## src/rtl/period_gen.sv

```systemverilog
// period_gen: programmable 50%-duty square-wave generator, continuous or burst.
// in: clk rst(sync,low) en burst_start burst_len load half_period; out: test edge_strb busy period_cnt cfg_err
module period_gen #(
  parameter int CNT_W        = 16,
  parameter int DEFAULT_HALF = 10,
  parameter int PCNT_W       = 16
) (
  input  logic              clk,
  input  logic              rst,
  input  logic              en,
  input  logic              burst_start,
  input  logic [PCNT_W-1:0] burst_len,
  input  logic              load,
  input  logic [CNT_W-1:0]  half_period,
  output logic              test,
  output logic              edge_strb,
  output logic              busy,
  output logic [PCNT_W-1:0] period_cnt,
  output logic              cfg_err
);

  typedef enum logic [1:0] {
    IDLE,
    RUN,
    BURST
  } state_t;

  localparam logic [CNT_W-1:0]  C1  = CNT_W'(1);
  localparam logic [PCNT_W-1:0] P1  = PCNT_W'(1);
  localparam logic [CNT_W-1:0]  DEF = CNT_W'(DEFAULT_HALF);

  state_t            state, state_n;
  logic [CNT_W-1:0]  shadow, shadow_n;
  logic [CNT_W-1:0]  active, active_n;
  logic [CNT_W-1:0]  cnt, cnt_n;
  logic [PCNT_W-1:0] remaining, rem_n;
  logic [PCNT_W-1:0] pcnt_n;
  logic              test_n, edge_n, cfg_n, busy_n;
  logic              start;

  always_comb begin
    state_n  = state;
    shadow_n = shadow;
    active_n = active;
    cnt_n    = cnt;
    rem_n    = remaining;
    pcnt_n   = period_cnt;
    test_n   = test;
    edge_n   = 1'b0;
    cfg_n    = 1'b0;
    start    = 1'b0;

    if (load) begin
      if (half_period != '0) shadow_n = half_period;
      else                   cfg_n    = 1'b1;
    end

    unique case (state)
      IDLE: begin
        test_n = 1'b0;
        if (burst_start) begin
          if (burst_len != '0) begin
            rem_n   = burst_len - P1;
            start   = 1'b1;
            state_n = BURST;
          end else begin
            cfg_n = 1'b1;
          end
        end else if (en) begin
          start   = 1'b1;
          state_n = RUN;
        end
      end
      RUN, BURST: begin
        if (cnt != '0) begin
          cnt_n = cnt - C1;
        end else if (test) begin
          test_n = 1'b0;
          cnt_n  = active - C1;
        end else if (state == RUN) begin
          // period end: en is only looked at here
          if (en) start   = 1'b1;
          else    state_n = IDLE;
        end else if (remaining != '0) begin
          rem_n = remaining - P1;
          start = 1'b1;
        end else begin
          state_n = IDLE;
        end
      end
      default: state_n = IDLE;
    endcase

    // shadow is sampled pre-edge, so a same-cycle load waits a period
    if (start) begin
      active_n = shadow;
      cnt_n    = shadow - C1;
      test_n   = 1'b1;
      edge_n   = 1'b1;
      pcnt_n   = period_cnt + P1;
    end

    busy_n = (state_n != IDLE);
  end

  always_ff @(posedge clk) begin
    if (!rst) begin
      state      <= IDLE;
      shadow     <= DEF;
      active     <= DEF;
      cnt        <= '0;
      remaining  <= '0;
      period_cnt <= '0;
      test       <= 1'b0;
      edge_strb  <= 1'b0;
      busy       <= 1'b0;
      cfg_err    <= 1'b0;
    end else begin
      state      <= state_n;
      shadow     <= shadow_n;
      active     <= active_n;
      cnt        <= cnt_n;
      remaining  <= rem_n;
      period_cnt <= pcnt_n;
      test       <= test_n;
      edge_strb  <= edge_n;
      busy       <= busy_n;
      cfg_err    <= cfg_n;
    end
  end

endmodule

```

## config.mk

```make
export PLATFORM = sky130hd
export DESIGN_NAME = period_gen
export DESIGN_NICKNAME = d
export VERILOG_FILES = /design/src/rtl/period_gen.sv
export SDC_FILE = /design/constraint.sdc
export NUM_CORES = 1
export LEC_CHECK = 0
export ABC_AREA = 1
export CAP_MARGIN = 20
export CORE_MARGIN = 8
export CORE_UTILIZATION = 40
export DETAILED_ROUTE_END_ITERATION = 16
export PLACE_DENSITY = 0.62
export SYNTH_ARGS = -nofsm -noshare
export SYNTH_HDL_FRONTEND = slang
export SYNTH_SLANG_ARGS = --single-unit
export TNS_END_PERCENT = 20
```

## constraint.sdc

```tcl
create_clock -name clk -period 7.2 [get_ports clk]
set_clock_uncertainty 0.15 [all_clocks]
set_input_delay 1.44 -clock clk [delete_from_list [all_inputs] [get_ports clk]]
set_output_delay 1.44 -clock clk [all_outputs]
set_load 0.03 [all_outputs]
```

==> results.tsv <==
stage	metric	value	unit
sta	final number of hold-violating endpoints	0	
cts	CTS Hold Bufs	0	
layout	Nets	820	
setup_path	cell family with most CP delay	simple AND/OR/NAND/NOR gates	
global_routing	total track usage	0.153	
cts	H-Tree Depth	3	
global_routing	gr ovfl total	0	
layout	ant diodes	0	
cts	clk buf depth	2	
power_and_ir_drop	Sequential Power Share	0.391	
setup_path	cell mode on critical path	nand2_1	
global_routing	number of antenna violations at the first check in global routing	0	
cts	CTS sink count	86	
global_routing	largest net degree at the start of global routing	64	
synthesis	#FFs+latches synth	86	
setup_path	crit path from	burst_len[13]	
sta	RSZ-0062 raised after global routing	false	
power_and_ir_drop	Switching Power	500	uW
floorplan	die width	125	um
cts	postcts setup bufs	0	
global_routing	first-pass GRT wire length	20200	um
synthesis	Syn Inst Count	735	
synthesis	post-synthesis instance area	4730	um^2
synthesis	syn nets	778	
power_and_ir_drop	internal power	952	uW
placement	cell area after placement	5350	um^2
sta	worst slew pin tran	1.04	ns
setup_path	CP Buf/Inv Count	5	
setup_path	launching point of the worst reg2reg path	state[0]	
detailed_routing	Met3 Wirelength	571	um
synthesis	Synth async-reset ratio	0	
sta	slew margin rel.	0.308	
cts	# resized after CTS	0	
floorplan	Die Height	125	um
placement	port bufs	56	
setup_path	Worst EP required	7.29	ns
setup_path	crit-path max FO	39	
sta	Setup WS post-layout	2.94	ns
detailed_routing	highest metal used	met4	
power_and_ir_drop	Max IR drop VDD	0.185	mV
layout	share of layout cells above drive strength 1	0.0691	
sta	Slew Viols, Final	0	
detailed_routing	wire length on met1	5510	um
sta	Setup TNS	0	ns
synthesis	syn avg cell area	6.43	um^2
layout	synthesis-to-finish area growth	19.4	%
detailed_routing	wire length per cell	13.1	um
setup_path	CP endpoint kind	flip-flop	
floorplan	std cell rows	39	
power_and_ir_drop	Comb pwr share	0.289	
setup_path	crit-path cells	clkdlybuf4s50_1 > nor2_1 > nand2_1 > nor2_1 > nand2_1 > nand2_1 > nand2_1 > nand2_1 > nand2_4 > nand2_4 > inv_2 > nand2_1 > nand2_1 > inv_2 > ha_1 > inv_1 > nor2_1 > nand2_1 > nand2_1 > nand3_1 > nand2_1 > inv_1	
detailed_routing	first drt pass iteration count	6	
synthesis	Synth Flop Type	dfxtp_1	
synthesis	YS warnings	0	
global_routing	vias in the first global route	4397	
cts	clk slew on worst S/H paths	0.06	ns
synthesis	Netlist cell types	38	
synthesis	number of enable flip-flop cells after synthesis	0	
detailed_routing	Antenna Nets Post-Route	0	
placement	Placer Congestion	0.879	
floorplan	I/O pin cnt	57	
cts	TritonCTS Buffers	9	
floorplan	total core area	11500	um^2
setup_path	Crit Path Category	in -> reg	
setup_path	WP data arrival	4.35	ns
cts	CTS tree	done	
detailed_routing	mean number of vias per cell	5.03	
detailed_routing	drt drc	0	
detailed_routing	Total Wirelength	12100	um
detailed_routing	Met2 Wirelength	5810	um
sta	final hold slack	0.310	ns
sta	highest clock rate	235	MHz
power_and_ir_drop	clock power share	0.320	
floorplan	starting density of the core	0.412	
cts	Root Driver	clkbuf_16	
setup_path	Worst path slowest cell	clkdlybuf4s50_1	
power_and_ir_drop	PwrDens	257	nW/um^2
detailed_routing	via count	4651	
floorplan	full die area	15600	um^2
placement	DP Wirelength	8940	um
power_and_ir_drop	fraction of power spent switching nets	0.344	
detailed_routing	First DRT Iteration DRCs	391	
hold_path	worst min path class	reg -> reg	
sta	Final min period	4.26	ns
setup_path	CP Launch Type	input port	
sta	Period Utilization, post-route	0.592	
sta	Final setup viols	0	
layout	final instance area	5640	um^2
cts	clk_lat worst skew	0.34	ns
placement	dpl ws	2.61	ns
setup_path	CP peak stage delay	0.42	ns
outcome	run status	finished, final reports clean	
hold_path	min-delay src	active[11]	
power_and_ir_drop	static leakage power	2.50	nW
synthesis	Seq/Total Area, Yosys	0.364	
flow_run	Max Cap Viol	0	
[kinds of logic (layout without fill, tap and decap cells)]
group / after synthesis / in the layout / share of synthesized area
buffers and inverters: 122 / 168 / 0.102
xor gates and xnor gates: 5 / 5 / 0.00926
DFF: 86 / 86 / 0.364
and+or+nand+nor: 377 / 377 / 0.349
adders and majority gates: 6 / 6 / 0.0159
AOI/OAI and AO/OA: 135 / 135 / 0.151
muxes: 4 / 4 / 0.00847
[state kept, by name, summed over array words and instances (netlist names)]
name,cells
cfg_err,1
active,16
edge_strb,1
remaining,16
cnt,16
period_cnt,16
shadow,16
state,2
busy,1
test,1
[layer usage]
| metal | global-route usage | vias up |
|---|---|---|
| met5 | 0 | - |
| met4 | 0.0496 | 0 |
| met3 | 0.0391 | 16 |
| met2 | 0.267 | 89 |
| met1 | 0.179 | 2117 |
| li1 | - | 2429 |
[power by group through the flow]
stage	clock [mW]	sequential, mW	combinational [mW]
floorplan	0	0.572	0.314
global placement	0	0.577	0.414
detailed placement	0	0.577	0.417
CTS	0.472	0.567	0.420
global route	0.491	0.573	0.480
finish	0.464	0.568	0.420
[cell usage after synthesis, types with 5 or more instances]
master | instances | area share
nand2_2 | 9 | 0.012
nor2_1 | 102 | 0.081
a21oi_1 | 45 | 0.048
nor3_1 | 8 | 0.0085
nand2_1 | 174 | 0.14
o21ai_0 | 69 | 0.073
a31oi_1 | 10 | 0.013
nor4_1 | 6 | 0.0079
nand4_1 | 5 | 0.0066
clkbuf_1 | 18 | 0.014
nand3_1 | 45 | 0.048
ha_1 | 6 | 0.016
or2_2 | 6 | 0.0079
nor2_2 | 8 | 0.011
dfxtp_1 | 86 | 0.36
nor2_4 | 5 | 0.012
xor2_1 | 5 | 0.0093
inv_1 | 91 | 0.072
[worst register-to-register path: cells and delay by family (launching register included)]
kind,cells,cell delay [ns]
flops,1,0.35
fa+ha+maj,1,0.78
simple gates,7,1.16
buf+inv,5,1.26
[cells in the final DEF, fill, tap and decap left out, drive strengths merged, types with 5 or more instances in the layout]
cell type | Yosys | layout
nand4 | 5 | 5
o21ai | 72 | 72
inv | 95 | 95
clkbuf | 18 | 11
or2 | 7 | 7
ha | 6 | 6
xor2 | 5 | 5
nor2 | 115 | 115
a31oi | 10 | 10
dfxtp | 86 | 86
clkdlybuf4s50 | 0 | 55
nand2 | 187 | 187
a21oi | 45 | 45
nor3 | 8 | 8
nand3 | 46 | 46
nor4 | 6 | 6
[metrics by stage]
step	std cells	utilization	total power, mW
after floorplan	735	-	0.886
after global placement	909	0.467	0.990
after detailed placement	909	0.467	0.994
after CTS	924	0.492	1.46
after global routing	924	0.492	1.54
final	924	0.492	1.45
[final cells by class]
type                    count  area [um^2]
fillers                  1159         5820
multi-input cells         527         2530
flip-flops and latches     86         1720
repair buffers             57          563
inverters                  96          360
clock buffers              11          243
well taps                 143          179
clock inverters             4         47.5
[worst paths after layout]
path	cells past startpoint	slack, ns	endpoint
max	22	2.94	cnt[14]
min reg2reg	2	0.31	active[11]
max reg2reg	13	3.41	cnt[7]
min	2	0.31	active[11]
Power figures use the tool's default switching activity.
